**config.mk**
```make
export PLATFORM = sky130hd
export DESIGN_NAME = apb_arbiter2
export DESIGN_NICKNAME = d
export VERILOG_FILES = /design/src/rtl/apb_arb_pkg.sv /design/src/rtl/rr_arbiter2.sv /design/src/rtl/apb_arbiter2.sv
export SDC_FILE = /design/constraint.sdc
export NUM_CORES = 1
export LEC_CHECK = 0
export BUFFER_PORTS_ARGS = -buffer_cell sky130_fd_sc_hd__clkbuf_2
export CORE_MARGIN = 8
export CORE_UTILIZATION = 25
export CTS_CLUSTER_DIAMETER = 60
export CTS_CLUSTER_SIZE = 30
export DETAILED_ROUTE_END_ITERATION = 12
export GPL_ROUTABILITY_DRIVEN = 1
export PLACE_DENSITY = 0.63
export SKIP_CTS_REPAIR_TIMING = 1
export SYNTH_ARGS = -nofsm -noshare
export SYNTH_HDL_FRONTEND = slang
export SYNTH_HIERARCHICAL = 1
export SYNTH_SLANG_ARGS = --single-unit
```
**constraint.sdc**
```tcl
create_clock -name clk -period 1.9 [get_ports clk]
set_input_delay 0.285 -clock clk [delete_from_list [all_inputs] [get_ports clk]]
set_output_delay 0.285 -clock clk [all_outputs]
set_load 0.01 [all_outputs]
```
**src/rtl/apb_arb_pkg.sv**
```systemverilog
// Shared types for the two-master APB arbiter: FSM states, master indices, grant encoding.
// Optional timeout is enabled in apb_arbiter2 with the APB_ARB_TIMEOUT_EN macro.
package apb_arb_pkg;

    typedef enum logic [1:0] {
        IDLE   = 2'd0,
        SETUP  = 2'd1,
        ACCESS = 2'd2
    } state_e;

    localparam logic M_CPU = 1'b0;
    localparam logic M_AUX = 1'b1;

    function automatic logic [1:0] onehot2(input logic idx);
        return idx ? 2'b10 : 2'b01;
    endfunction

endpackage

```
**src/rtl/rr_arbiter2.sv**
```systemverilog
// Combinational two-request round-robin pick; on a tie the master that did not win last goes.
// Zero latency; no backpressure (pure function of req_i and last_winner_i).
module rr_arbiter2
    import apb_arb_pkg::*;
(
    input  logic [1:0] req_i,
    input  logic       last_winner_i,
    output logic [1:0] gnt_o
);

    always_comb begin
        gnt_o = 2'b00;
        case (req_i)
            2'b01:   gnt_o = onehot2(M_CPU);
            2'b10:   gnt_o = onehot2(M_AUX);
            2'b11:   gnt_o = (last_winner_i == M_CPU) ? onehot2(M_AUX) : onehot2(M_CPU);
            default: gnt_o = 2'b00;
        endcase
    end

endmodule

```
**src/rtl/apb_arbiter2.sv**
```systemverilog
// Two-master to one-completer APB arbiter; request in IDLE at N gives m_psel at N+1, pready at N+2 earliest.
// Masters are held by the completer's m_pready; optional forced-error timeout under APB_ARB_TIMEOUT_EN.
module apb_arbiter2
    import apb_arb_pkg::*;
#(
    parameter int ADDR_WIDTH     = 32,
    parameter int DATA_WIDTH     = 32,
    parameter int TIMEOUT_CYCLES = 255
) (
    input  logic                    clk,
    input  logic                    rts,
    input  logic [ADDR_WIDTH-1:0]   s0_paddr,
    input  logic [ADDR_WIDTH-1:0]   s1_paddr,
    input  logic [DATA_WIDTH-1:0]   s0_pdata,
    input  logic [DATA_WIDTH-1:0]   s1_pdata,
    input  logic                    s0_psel,
    input  logic                    s1_psel,
    input  logic                    s0_penable,
    input  logic                    s1_penable,
    input  logic                    s0_pwrite,
    input  logic                    s1_pwrite,
    input  logic [DATA_WIDTH/8-1:0] s0_pstb,
    input  logic [DATA_WIDTH/8-1:0] s1_pstb,
    output logic [DATA_WIDTH-1:0]   s0_prdata,
    output logic [DATA_WIDTH-1:0]   s1_prdata,
    output logic                    s0_pready,
    output logic                    s1_pready,
    output logic                    s0_perr,
    output logic                    s1_perr,
    output logic [ADDR_WIDTH-1:0]   m_paddr,
    output logic [DATA_WIDTH-1:0]   m_pdata,
    output logic                    m_psel,
    output logic                    m_penable,
    output logic                    m_pwrite,
    output logic [DATA_WIDTH/8-1:0] m_pstb,
    input  logic [DATA_WIDTH-1:0]   m_prdata,
    input  logic                    m_pready,
    input  logic                    m_perr,
    output logic [1:0]              grant
);

    localparam int SW = DATA_WIDTH / 8;

    if ((DATA_WIDTH % 8) != 0 || TIMEOUT_CYCLES < 1) begin : g_bad_param
        $error("apb_arbiter2: DATA_WIDTH must be a multiple of 8 and TIMEOUT_CYCLES >= 1");
    end

    state_e                state_q, state_d;
    logic [1:0]            grant_q, grant_d;
    logic                  last_q, last_d;
    logic [ADDR_WIDTH-1:0] paddr_q, paddr_d;
    logic [DATA_WIDTH-1:0] pdata_q, pdata_d;
    logic                  pwrite_q, pwrite_d;
    logic [SW-1:0]         pstb_q, pstb_d;

    logic [1:0] idle_gnt;
    logic       lat_en;
    logic       lat_idx;
    logic       cur_idx;
    logic       other_psel;
    logic       to_hit;
    logic       done;

    // s*_penable carries no arbitration meaning; the arbiter sequences the completer itself.
    logic unused_penable;
    assign unused_penable = s0_penable ^ s1_penable;

    rr_arbiter2 u_rr (
        .req_i         ({s1_psel, s0_psel}),
        .last_winner_i (last_q),
        .gnt_o         (idle_gnt)
    );

`ifdef APB_ARB_TIMEOUT_EN
    localparam logic [15:0] TO_LIMIT = 16'(TIMEOUT_CYCLES);
    logic [15:0] cnt_q, cnt_d;

    // Cleared in every non-ACCESS cycle, so each SETUP re-arms it for the next transfer.
    always_comb begin
        cnt_d = cnt_q;
        if (state_q != ACCESS) begin
            cnt_d = '0;
        end else if (!m_pready) begin
            cnt_d = cnt_q + 16'd1;
        end
    end

    always_ff @(posedge clk) begin
        if (rts) begin
            cnt_q <= '0;
        end else begin
            cnt_q <= cnt_d;
        end
    end

    assign to_hit = (state_q == ACCESS) && !m_pready && (cnt_q == TO_LIMIT);
`else
    assign to_hit = 1'b0;
`endif

    assign cur_idx    = grant_q[1];
    assign done       = (state_q == ACCESS) && (m_pready || to_hit);
    assign other_psel = cur_idx ? s0_psel : s1_psel;

    always_comb begin
        state_d  = state_q;
        grant_d  = grant_q;
        last_d   = last_q;
        paddr_d  = paddr_q;
        pdata_d  = pdata_q;
        pwrite_d = pwrite_q;
        pstb_d   = pstb_q;
        lat_en   = 1'b0;
        lat_idx  = M_CPU;

        case (state_q)
            IDLE: begin
                if (|idle_gnt) begin
                    lat_en  = 1'b1;
                    lat_idx = idle_gnt[1];
                    state_d = SETUP;
                end
            end
            SETUP: state_d = ACCESS;
            ACCESS: begin
                if (done) begin
                    last_d = cur_idx;
                    // Only the other master may chain; the finisher's own psel waits for IDLE.
                    if (other_psel) begin
                        lat_en  = 1'b1;
                        lat_idx = ~cur_idx;
                        state_d = SETUP;
                    end else begin
                        state_d = IDLE;
                        grant_d = 2'b00;
                    end
                end
            end
            default: begin
                state_d = IDLE;
                grant_d = 2'b00;
            end
        endcase

        if (lat_en) begin
            grant_d  = onehot2(lat_idx);
            paddr_d  = lat_idx ? s1_paddr  : s0_paddr;
            pdata_d  = lat_idx ? s1_pdata  : s0_pdata;
            pwrite_d = lat_idx ? s1_pwrite : s0_pwrite;
            pstb_d   = lat_idx ? s1_pstb   : s0_pstb;
        end
    end

    always_ff @(posedge clk) begin
        if (rts) begin
            state_q  <= IDLE;
            grant_q  <= 2'b00;
            last_q   <= M_AUX;
            paddr_q  <= '0;
            pdata_q  <= '0;
            pwrite_q <= 1'b0;
            pstb_q   <= '0;
        end else begin
            state_q  <= state_d;
            grant_q  <= grant_d;
            last_q   <= last_d;
            paddr_q  <= paddr_d;
            pdata_q  <= pdata_d;
            pwrite_q <= pwrite_d;
            pstb_q   <= pstb_d;
        end
    end

    assign m_psel    = (state_q != IDLE);
    assign m_penable = (state_q == ACCESS);
    assign m_paddr   = paddr_q;
    assign m_pdata   = pdata_q;
    assign m_pwrite  = pwrite_q;
    assign m_pstb    = pstb_q;
    assign grant     = grant_q;

    assign s0_pready = done && grant_q[0];
    assign s1_pready = done && grant_q[1];
    assign s0_perr   = s0_pready && (m_perr || to_hit);
    assign s1_perr   = s1_pready && (m_perr || to_hit);
    assign s0_prdata = (s0_pready && !to_hit) ? m_prdata : '0;
    assign s1_prdata = (s1_pready && !to_hit) ? m_prdata : '0;

endmodule

```
Word-level counts from Yosys, hierarchy flattened. Index checks and enable logic that the tools add are counted.

Output and inout bits: 141. Word-level logic and storage cells: 56. Latch bits: 0. Memory bits (read-only): 0. Memories: 0. Bits of input ports: 178. RAM bits: 0. Register bits after elaboration: 74.

Mux-type cells: 26. $lt $le $gt $ge: 0. $add $sub $neg: 0. Shift operators: 0. Reduce and logical (&&, ||, !) cells: 12. Div/mod/pow operators: 0. Equal/unequal tests: 10. Multipliers: 0. Bitwise gates (word level): 1.

Operator list (count): $mux W32 (4); $mux W2 (7); $pmux W2 S3 (2); $mux W1 (9); $eq A2 B2 Y1 const B (3); $logic_and A1 B1 Y1 (5); $eq A2 B1 Y1 const B (2); $mux W4 (1); $ne A2 B1 Y1 const B (2); $pmux W1 S2 (2); $pmux W2 S2 (1); $reduce_and A2 Y1 (2); $reduce_or A2 Y1 (2); $ne A3 B1 Y1 const B (1); $ne A3 B3 Y1 const B (1); $reduce_and A3 Y1 (1); $logic_not A2 Y1 (1); $ne A2 B2 Y1 const B (1); $reduce_bool A2 Y1 (1); $not A1 Y1 (1).

Longest topological paths before layout. Gate-level depths: netlist of run 1.

Depth after elaboration: 7. Gate-level depth with buffers: 8. Gate-level depth less buffers: 6.

Hierarchy. The synthesis of run 1 kept the hierarchy.

Modules (own cells, without submodules): apb_arbiter2 (area each 3723.6 µm², instances 1, sequential area each 1481.4 µm², cells an instance 493); rr_arbiter2 (area each 18.8 µm², instances 1, sequential area each 0.0 µm², cells an instance 3).

Worst setup path after synthesis of run 1. OpenSTA, ideal clock, no wires.

Path type: reg-to-output. Start point: register state_q[1]. End point: output port s1_prdata[10]. Arrival time: 1.526 ns. Cell stages (with the launch flop): 8. Slack: 0.089 ns. Required time: 1.615 ns. Path buffers: 3. Cells stage by stage: dfxtp_1 > buf_2 > inv_2 > nor2_1 > and3_1 > clkbuf_1 > clkbuf_1 > and2_1.

Word-level cells in the longest chain between the ends: 4.

Ends and longest elaborated chain: from (decl) (line apb_arbiter2.sv:48) `state_e state_q, state_d;`; from (signal assigned) (line apb_arbiter2.sv:164) `state_q <= state_d;`; $eq A2 B2 Y1; named net m_penable (line apb_arbiter2.sv:33) `output logic m_penable,`; $logic_and A1 B1 Y1 (line apb_arbiter2.sv:102) `assign done = (state_q == ACCESS) && (m_pready || to_hit);`; $logic_and A1 B1 Y1 (line apb_arbiter2.sv:183) `assign s1_pready = done && grant_q[1];`; $mux W32 (line apb_arbiter2.sv:187) `assign s1_prdata = (s1_pready && !to_hit) ? m_prdata : '0;`; to (decl) (line apb_arbiter2.sv:25) `output logic [DATA_WIDTH-1:0] s1_prdata,`.

The timed path passes the listed nets, and every way through them passes these cells.

Worst setup path after layout of run 1.
Start point: register state_q[0]. End point: output port s1_prdata[23].

Word-level cells in the longest chain between the ends: 4.

Ends and longest elaborated chain (line): $eq A2 B2 Y1 (apb_arbiter2.sv:102); $logic_and A1 B1 Y1 (apb_arbiter2.sv:102); $logic_and A1 B1 Y1 (apb_arbiter2.sv:183); $mux W32 (apb_arbiter2.sv:187).

Every way passes these cells.

==> run_results.csv, run 1 <==
group,metric,value,unit
setup_path,rr_endpoint,"m_paddr[17]$_SDFFE_PP0P_",
global_route,total_congestion_overflow,0,
sta,timing.slew.headroom,64.2,%
die,fp.dieH,138,um
yosys,synth.distinct_cells,29,
yosys,synth_seq_area_share,39.6,%
yosys,async_flop_share,0,%
yosys,post_synth_fa_ha_maj_area_fraction,0,%
final_layout,instances_no_fill,987,
final_layout,antenna_cells_inserted,0,
global_route,pin_count_of_the_biggest_net_entering_global_routing,55,
setup_path,launch_point_of_the_worst_reg_to_reg_path,"last_q$_SDFFE_PP1P_",
sta,min_tclk_post_route,1.81,ns
clock_network,max-clock-path-buffers,2,
yosys,synth.mux.area_fraction,0.267,%
routing,num_vias,4498,
job,timing.max_cap.violations,0,
routing,drt-vias-per-instance,4.56,
yosys,synth-edff-count,0,
final_layout,multiInputGateArea,0.00203,mm^2
routing,drcViolationCount,0,
final_layout,layout.cell_area.non_filler,0.00601,mm^2
clock_network,cts.sinks,74,
routing,drt_first_iter_violations,145,
yosys,synth_compound_area_share,19.0,%
setup_path,timing.critical_path.arrival,1.53,ns
power_and_ir_drop,leakage_power,3.10,nW
place,dpl_cell_area,0.00561,mm^2
global_route,grt_antenna_before_repair,0,
yosys,syn-cell-area,0.00374,mm^2
setup_path,cp-start-kind,"flop",
clock_network,clock_insertion_delay_worst_skew,0.33,ns
final_layout,mostFrequentLayoutCells,"sky130_fd_sc_hd__clkbuf_2, sky130_fd_sc_hd__nand2_1, sky130_fd_sc_hd__nor2_1, sky130_fd_sc_hd__dfxtp_1, sky130_fd_sc_hd__a311oi_1",
setup_path,worst-r2r-setup-slack,0.16,ns
hold_path,whs_endpoint,"m_pstb[2]$_SDFFE_PP0P_",
sta,timing.hold.ws,0.187,ns
run_status,status,"complete, no violations",
die,die_width,138,um
place,dpl.cell_count,970,
clock_network,ctsHtreeMaxLevel,3,
setup_path,critical_path.max_fanout,17,
final_layout,post_route_cells_drive_above_1_share,45.1,%
sta,tightest_slew,0.537,ns
final_layout,area_growth_syn_to_layout,60.5,%
global_route,grt_pass1_vias,4435,
power_and_ir_drop,ir_worst_vdd,0.495,mV
sta,finClkSkew,0.00691,ns
place,detailed_place_hpwl,11.9,mm
clock_network,tritoncts,"done",
setup_path,ff2ff_path_depth,8,
setup_path,worstSetupPathType,"flop to output pin",
die,boundaryPins,319,
place,gp_routability_congestion,0.770,
hold_path,holdPathStages,3,
final_layout,seqCellArea,0.00148,mm^2
clock_network,clkSlewWorstSetupHoldPaths,0.06,ns
sta,report.final.slew_viol_count,0,
yosys,mappedNetlistNets,674,
global_route,global_route_wire_length_before_repair,23.8,mm
yosys,post_synth_xor_area_fraction,0,%
final_layout,n_fill_cell,1543,
routing,wire_per_inst,15.3,um
yosys,synth_warnings,6,
routing,ant_nets,0,
setup_path,critical_path.endpoint_type,"output pin",
die,fp-row-count,44,
hold_path,worstHoldStart,"s1_pstb[2]",
sta,grt_setup_unrepaired,"false",
yosys,syn_inst,496,
die,coreArea,0.0146,mm^2
sta,hold_violations,0,
die,die_area,0.0191,mm^2
yosys,main_combinational_cell_family_by_area_after_synthesis,"simple AND/OR/NAND/NOR gates",
routing,finalWirelength,15.1,mm
yosys,ys.flop_type,"sky130_fd_sc_hd__dfxtp_1",
routing,drt_first_pass_iters,4,
clock_network,clockRootBuffer,"sky130_fd_sc_hd__clkbuf_16",
die,start_util,25.7,%
clock_network,cts_buffers,9,
place,pre_cts_slack,0.100,ns
setup_path,cp.required,1.62,ns
place,io_port_bufs,316,
yosys,mean_instance_size_in_the_synthesized_netlist,7.55,um^2
sta,final.setup.worst_slack,0.0898,ns
sta,timing.fmax,0.552,GHz
final_layout,fin_nets,976,
power_and_ir_drop,p_per_area,866,mW/mm^2
global_route,overall_routing_resource_usage,15.0,%
final_layout,mostFrequentLayoutCell,"sky130_fd_sc_hd__clkbuf_2",
final_layout,final_core_utilization,41.2,%
hold_path,holdCritPathClass,"primary input to flop",
sta,layout_worst_path_cycle_share,95.3,%
yosys,synth_simple_gate_area_share,34.4,%
yosys,synth.ff_latch_count,74,
sta,setup_violations_final,0,
[worst max-delay path by stage]
stage / to / from / slack, ns
2_1_floorplan: s1_prdata[10] / state_q[1]$_SDFFE_PP0P_ / 0.09
3_3_place_gp: m_paddr[3]$_SDFFE_PP0P_ / s1_psel / 0.16
3_5_place_dp: m_paddr[17]$_SDFFE_PP0P_ / s1_psel / 0.10
4_1_cts: s1_prdata[24] / state_q[1]$_SDFFE_PP0P_ / -0.07
5_1_grt: s1_prdata[8] / state_q[1]$_SDFFE_PP0P_ / 0.01
6_report: s1_prdata[23] / state_q[0]$_SDFFE_PP0P_ / 0.09
[kinds of logic after synthesis]
group,Yosys count
AOI/OAI and AO/OA,83
buffers and inverters,49
DFF,74
muxes,1
and+or+nand+nor,289
[Yosys cell counts (2+ instances only)]
master / n / area [um^2]
sky130_fd_sc_hd__a21oi_1: 3 / 15.0
sky130_fd_sc_hd__a311oi_1: 69 / 604
sky130_fd_sc_hd__and2_1: 66 / 413
sky130_fd_sc_hd__and3_1: 2 / 12.5
sky130_fd_sc_hd__buf_2: 26 / 130
sky130_fd_sc_hd__buf_4: 4 / 30.0
sky130_fd_sc_hd__buf_6: 3 / 33.8
sky130_fd_sc_hd__clkbuf_1: 14 / 52.6
sky130_fd_sc_hd__dfxtp_1: 74 / 1480
sky130_fd_sc_hd__nand2_1: 139 / 522
sky130_fd_sc_hd__nand3b_1: 2 / 15.0
sky130_fd_sc_hd__nor2_1: 74 / 278
sky130_fd_sc_hd__nor2b_1: 3 / 18.8
sky130_fd_sc_hd__o21ai_0: 2 / 10.0
[cell type report]
type | instances | share of cell area, %
Inverter | 2 | 0.125
Sequential cell | 74 | 24.7
Multi-Input combinational cell | 373 | 33.8
Clock inverter | 6 | 1.92
Timing Repair Buffer | 338 | 31.8
Clock buffer | 10 | 3.81
Tap cell | 184 | 3.83
[critical path, cell delays in order (launching register included)]
cell and delay (ns):
sky130_fd_sc_hd__dfxtp_1 0.48, sky130_fd_sc_hd__nor2_4 0.06, sky130_fd_sc_hd__and3_4 0.21, sky130_fd_sc_hd__clkbuf_16 0.17
sky130_fd_sc_hd__and2_1 0.15, sky130_fd_sc_hd__clkbuf_2 0.13
[power breakdown]
part / leakage [nW] / internal (W) / switching (W)
Clock: 0.163 / 0.00129 / 0.000674
Sequential: 0.615 / 0.00177 / 0.000111
Combinational: 2.32 / 0.000621 / 0.000738
[state kept, by name, summed over array words and instances, names as in the netlist]
register	flops
m_pdata	32
grant	2
m_paddr	32
last_q	1
state_q	2
m_pstb	4
m_pwrite	1
[per-layer routing]
metal / vias to the layer above / wire [um] / global-route usage [%] / share of wire (%)
li1: 2290 / - / - / -
met1: 2013 / 5910 / 15.5 / 39
met2: 186 / 7610 / 27.1 / 50
met3: 9 / 1460 / 6.82 / 9.7
met4: 0 / 133 / 3.09 / 0.88
met5: - / 0 / 0 / 0
[per-stage QoR]
stage                     power (W)  setup TNS, ns
after detailed placement    0.00330              0
final                       0.00520              0
after global placement      0.00328              0
after global routing        0.00552              0
after CTS                   0.00530          -3.66
after floorplan             0.00263              0
No activity file was read; power rests on OpenSTA's default activity.
==> run 2, diff against run 1 <==
--- a/config.mk
+++ b/config.mk
@@ -6,13 +6,14 @@
 export NUM_CORES = 1
 export LEC_CHECK = 0
 export BUFFER_PORTS_ARGS = -buffer_cell sky130_fd_sc_hd__clkbuf_2
-export CORE_MARGIN = 8
-export CORE_UTILIZATION = 25
+export CORE_AREA = 8 8 118 120
+export CTS_BUF_LIST = sky130_fd_sc_hd__clkbuf_8
 export CTS_CLUSTER_DIAMETER = 60
-export CTS_CLUSTER_SIZE = 30
+export CTS_CLUSTER_SIZE = 40
 export DETAILED_ROUTE_END_ITERATION = 12
+export DIE_AREA = 0 0 126 128
 export GPL_ROUTABILITY_DRIVEN = 1
-export PLACE_DENSITY = 0.63
+export PLACE_DENSITY = 0.75
 export SKIP_CTS_REPAIR_TIMING = 1
 export SYNTH_ARGS = -nofsm -noshare
 export SYNTH_HDL_FRONTEND = slang
==> run_results.csv, run 2 (same netlist as run 1, synthesis figures left out) <==
group,metric,value,unit
routing,routed-wl-met3,1.32,mm
power_and_ir_drop,ir_worst_vdd,0.414,mV
clock_network,cts.sinks,74,
routing,drt-vias-per-instance,4.70,
global_route,overall_routing_resource_usage,16.9,%
die,start_util,30.7,%
job,timing.max_cap.violations,0,
sta,final.setup.worst_slack,0.0480,ns
global_route,grt_antenna_before_repair,1,
sta,tightest_slew,0.493,ns
die,die_area,0.0161,mm^2
final_layout,mostFrequentLayoutCell,"sky130_fd_sc_hd__clkbuf_2",
place,pre_cts_slack,-0.0119,ns
setup_path,worstSetupPathType,"flop to output pin",
routing,drt_first_iter_violations,246,
sta,finClkSkew,0.0154,ns
routing,route.top_layer_used,"met4",
sta,total_negative_setup_slacks,0,ns
die,fp.dieH,128,um
hold_path,holdCritPathClass,"primary input to flop",
run_status,status,"complete, no violations",
global_route,global_route_wire_length_before_repair,22.1,mm
sta,timing.slew.headroom,67.1,%
place,io_port_bufs,316,
setup_path,cp-start-kind,"flop",
final_layout,final_core_utilization,47.7,%
sta,layout_worst_path_cycle_share,97.5,%
place,gp_routability_congestion,0.823,
global_route,total_congestion_overflow,0,
routing,drcViolationCount,0,
sta,grt_setup_unrepaired,"true",
setup_path,critical_path.endpoint_type,"output pin",
hold_path,holdPathStages,3,
setup_path,timing.critical_path.arrival,1.57,ns
final_layout,area_growth_syn_to_layout,55.5,%
routing,met2RoutedLength,7.15,mm
power_and_ir_drop,leakage_power,3.06,nW
clock_network,tritoncts,"done",
global_route,pin_count_of_the_biggest_net_entering_global_routing,81,
die,die_width,126,um
die,boundaryPins,319,
final_layout,post_route_cells_drive_above_1_share,45.4,%
final_layout,fin_nets,970,
sta,min_tclk_post_route,1.85,ns
sta,setup_violations_final,0,
clock_network,clockRootBuffer,"sky130_fd_sc_hd__clkbuf_8",
sta,report.final.slew_viol_count,0,
clock_network,clkSlewWorstSetupHoldPaths,0.09,ns
setup_path,cp_slowest_cell,"sky130_fd_sc_hd__dfxtp_4",
place,detailed_place_hpwl,11.0,mm
sta,timing.hold.ws,0.160,ns
setup_path,cp_cell_sequence,"inv_4, nor2_4, and3_4, buf_12, and2_1, clkbuf_2",
die,coreArea,0.0122,mm^2
routing,wirelength_met1,5.78,mm
power_and_ir_drop,p_per_area,753,mW/mm^2
routing,drt_first_pass_iters,4,
die,fp-row-count,41,
sta,hold_violations,0,
sta,timing.fmax,0.540,GHz
setup_path,cp.required,1.62,ns
clock_network,clock_insertion_delay_worst_skew,0.36,ns
power_and_ir_drop,fin_total_pwr,0.00438,W
clock_network,max-clock-path-buffers,2,
clock_network,ctsHtreeMaxLevel,3,
setup_path,critical_path.max_stage_delay,0.38,ns
routing,num_vias,4451,
routing,wire_per_inst,15.3,um
clock_network,cts_buffers,9,
setup_path,critical_path.max_fanout,17,
routing,ant_nets,0,
final_layout,mostFrequentLayoutCells,"sky130_fd_sc_hd__clkbuf_2, sky130_fd_sc_hd__nand2_1, sky130_fd_sc_hd__nor2_1",
routing,finalWirelength,14.5,mm
setup_path,ff2ff_path_depth,7,
global_route,grt_pass1_vias,4378,
==> run 2: changes by cell type in the layout (fill, tap and decap cells not counted), sizes merged <==
| cell | change |
|---|---|
| clkbuf | -54 |
| buf | +47 |
| clkinv | +1 |
| inv | +2 |
| diode | +1 |
| bufinv | -2 |
==> run 2: worst paths after layout <==
path	endpoint	slack (ns)	from
max	s0_prdata[0]	0.05	state_q[1]$_SDFFE_PP0P_
min	m_pstb[0]$_SDFFE_PP0P_	0.16	s1_pstb[0]
max reg2reg	m_paddr[24]$_SDFFE_PP0P_	0.25	last_q$_SDFFE_PP1P_
min reg2reg	m_pdata[30]$_SDFFE_PP0P_	0.50	m_pdata[30]$_SDFFE_PP0P_
==> run 2: layer usage <==
metal,vias to the layer above,global-route usage [%]
met3,21,7.15
met1,1963,18.2
li1,2281,-
met4,0,6.30
met5,-,0
met2,186,28.9
==> run 2: per-stage QoR <==
stage,area [um^2],instances
floorplan,3740,496
global placement,5480,928
detailed placement,5480,928
CTS,5680,944
global route,5820,948
finish,5820,948
==> run 2: layout make-up <==
cell class,instances,area [um^2]
Multi-Input combinational cell,373,2050
Sequential cell,74,1490
Fill cell,1209,6390
Tap cell,150,188
Timing Repair Buffer,332,1890
Antenna cell,1,2.50
Inverter,2,10.0
Clock inverter,7,68.8
Clock buffer,9,124
==> run 2: critical path: cells and delay by family (launching register included) <==
| kind | cells | cell delay [ns] |
|---|---|---|
| flip-flops | 1 | 0.38 |
| buffers and inverters | 3 | 0.33 |
| AND/OR/NAND/NOR | 3 | 0.51 |
==> run 2: report_power, final <==
group | leakage [nW] | switching, W | total [W] | internal [W]
combinational | 2.34 | 0.000712 | 0.00128 | 0.000565
sequential | 0.615 | 0.000115 | 0.00188 | 0.00177
clock | 0.101 | 0.000616 | 0.00122 | 0.000604
==> run 3, diff against run 2 <==
--- a/config.mk
+++ b/config.mk
@@ -13,6 +13,7 @@
 export DETAILED_ROUTE_END_ITERATION = 12
 export DIE_AREA = 0 0 126 128
 export GPL_ROUTABILITY_DRIVEN = 1
+export MAX_ROUTING_LAYER = met4
 export PLACE_DENSITY = 0.75
 export SKIP_CTS_REPAIR_TIMING = 1
 export SYNTH_ARGS = -nofsm -noshare
==> run_results.csv, run 3 (same netlist as run 1, synthesis figures left out) <==
group,metric,value,unit
run_status,status,"complete, no violations",
final_layout,post_route_cells_drive_above_1_share,45.4,%
routing,wire_per_inst,15.3,um
final_layout,n_fill_cell,1209,
power_and_ir_drop,p_per_area,754,mW/mm^2
global_route,global_route_wire_length_before_repair,22.1,mm
clock_network,cts.sinks,74,
setup_path,critical_path.endpoint_type,"output pin",
setup_path,cp_cell_sequence,"inv_4, nor2_4, and3_4, buf_12, and2_1, clkbuf_2",
routing,drt-vias-per-instance,4.73,
routing,finalWirelength,14.5,mm
hold_path,holdCritPathClass,"primary input to flop",
final_layout,fin_nets,970,
job,timing.max_cap.violations,0,
global_route,pin_count_of_the_biggest_net_entering_global_routing,81,
place,gp_routability_congestion,0.835,
clock_network,max-clock-path-buffers,2,
final_layout,seqCellArea,0.00149,mm^2
setup_path,cp-start-kind,"flop",
die,fp.dieH,128,um
setup_path,cp.required,1.62,ns
clock_network,tritoncts,"done",
power_and_ir_drop,ir_worst_vdd,0.415,mV
hold_path,holdPathStages,3,
final_layout,final_core_utilization,47.7,%
setup_path,critical_path.max_stage_delay,0.38,ns
die,die_area,0.0161,mm^2
sta,total_negative_setup_slacks,0,ns
setup_path,worst-r2r-setup-slack,0.25,ns
final_layout,layout.cell_area.non_filler,0.00582,mm^2
clock_network,clkSlewWorstSetupHoldPaths,0.09,ns
global_route,overall_routing_resource_usage,17.4,%
clock_network,clockRootBuffer,"sky130_fd_sc_hd__clkbuf_8",
setup_path,timing.critical_path.arrival,1.57,ns
setup_path,cp_slowest_cell,"sky130_fd_sc_hd__dfxtp_4",
sta,grt_setup_unrepaired,"true",
global_route,grt_pass1_vias,4377,
clock_network,ctsHtreeMaxLevel,3,
sta,min_tclk_post_route,1.85,ns
setup_path,critical_path.max_fanout,17,
global_route,grt_antenna_before_repair,1,
sta,finClkSkew,0.0156,ns
power_and_ir_drop,leakage_power,3.06,nW
sta,hold_violations,0,
sta,timing.fmax,0.540,GHz
final_layout,multiInputGateArea,0.00205,mm^2
routing,num_vias,4480,
clock_network,clock_insertion_delay_worst_skew,0.36,ns
place,detailed_place_hpwl,11.0,mm
routing,drt_first_pass_iters,4,
setup_path,worstSetupPathType,"flop to output pin",
sta,timing.hold.ws,0.156,ns
final_layout,mostFrequentLayoutCells,"sky130_fd_sc_hd__clkbuf_2, sky130_fd_sc_hd__nand2_1, sky130_fd_sc_hd__nor2_1",
die,fp-row-count,41,
routing,drcViolationCount,0,
setup_path,ff2ff_path_depth,7,
sta,tightest_slew,0.488,ns
routing,ant_nets,0,
sta,setup_violations_final,0,
die,boundaryPins,319,
routing,drt_first_iter_violations,237,
die,die_width,126,um
global_route,total_congestion_overflow,0,
place,io_port_bufs,316,
die,coreArea,0.0122,mm^2
final_layout,mostFrequentLayoutCell,"sky130_fd_sc_hd__clkbuf_2",
clock_network,cts_buffers,9,
sta,timing.slew.headroom,67.4,%
place,dpl_cell_area,0.00548,mm^2
sta,layout_worst_path_cycle_share,97.5,%
die,start_util,30.7,%
final_layout,area_growth_syn_to_layout,55.5,%
sta,report.final.slew_viol_count,0,
run 3: final timing paths:
path                                  from                  endpoint
hold reg to reg   m_pdata[30]$_SDFFE_PP0P_  m_pdata[30]$_SDFFE_PP0P_
hold / removal                 s1_pdata[4]   m_pdata[4]$_SDFFE_PP0P_
setup reg to reg       last_q$_SDFFE_PP1P_  m_paddr[24]$_SDFFE_PP0P_
setup / recovery   state_q[1]$_SDFFE_PP0P_              s0_prdata[0]
run 3: where the power goes:
group,switching (W),internal (W),total (W)
Clock,0.000624,0.000604,0.00123
Combinational,0.000713,0.000565,0.00128
Sequential,0.000115,0.00177,0.00188
Total,0.00145,0.00294,0.00439
run 3: area by class of cell:
type                    count  share of cell area, %
well taps                 150                   3.23
clock inverters             7                   1.18
multi-input cells         373                   35.2
clock buffers               9                   2.13
inverters                   2                  0.172
diodes                      1                 0.0430
flip-flops and latches     74                   25.5
repair buffers            332                   32.5
run 3: critical path, delay by kind of cell, from the launching register on:
family                 cells  cell delay, ns
AND/OR/NAND/NOR            3            0.51
flip-flops                 1            0.38
buffers and inverters      3            0.33
run 3: per-stage QoR:
| stage | power, W | setup WS [ns] | instances |
|---|---|---|---|
| global route | 0.00468 | -0.0373 | 948 |
| detailed placement | 0.00321 | -0.0119 | 928 |
| CTS | 0.00446 | -0.144 | 944 |
| finish | 0.00439 | 0.0476 | 948 |
| floorplan | 0.00263 | 0.0891 | 496 |
| global placement | 0.00318 | 0.0503 | 928 |
run 3: per-layer routing:
| layer | track usage, % | vias to the layer above | wire length, um |
|---|---|---|---|
| li1 | - | 2280 | - |
| met1 | 19.2 | 1988 | 6020 |
| met2 | 28.9 | 192 | 7160 |
| met3 | 5.57 | 20 | 1100 |
| met4 | 6.30 | 0 | 230 |
| met5 | - | - | 0 |
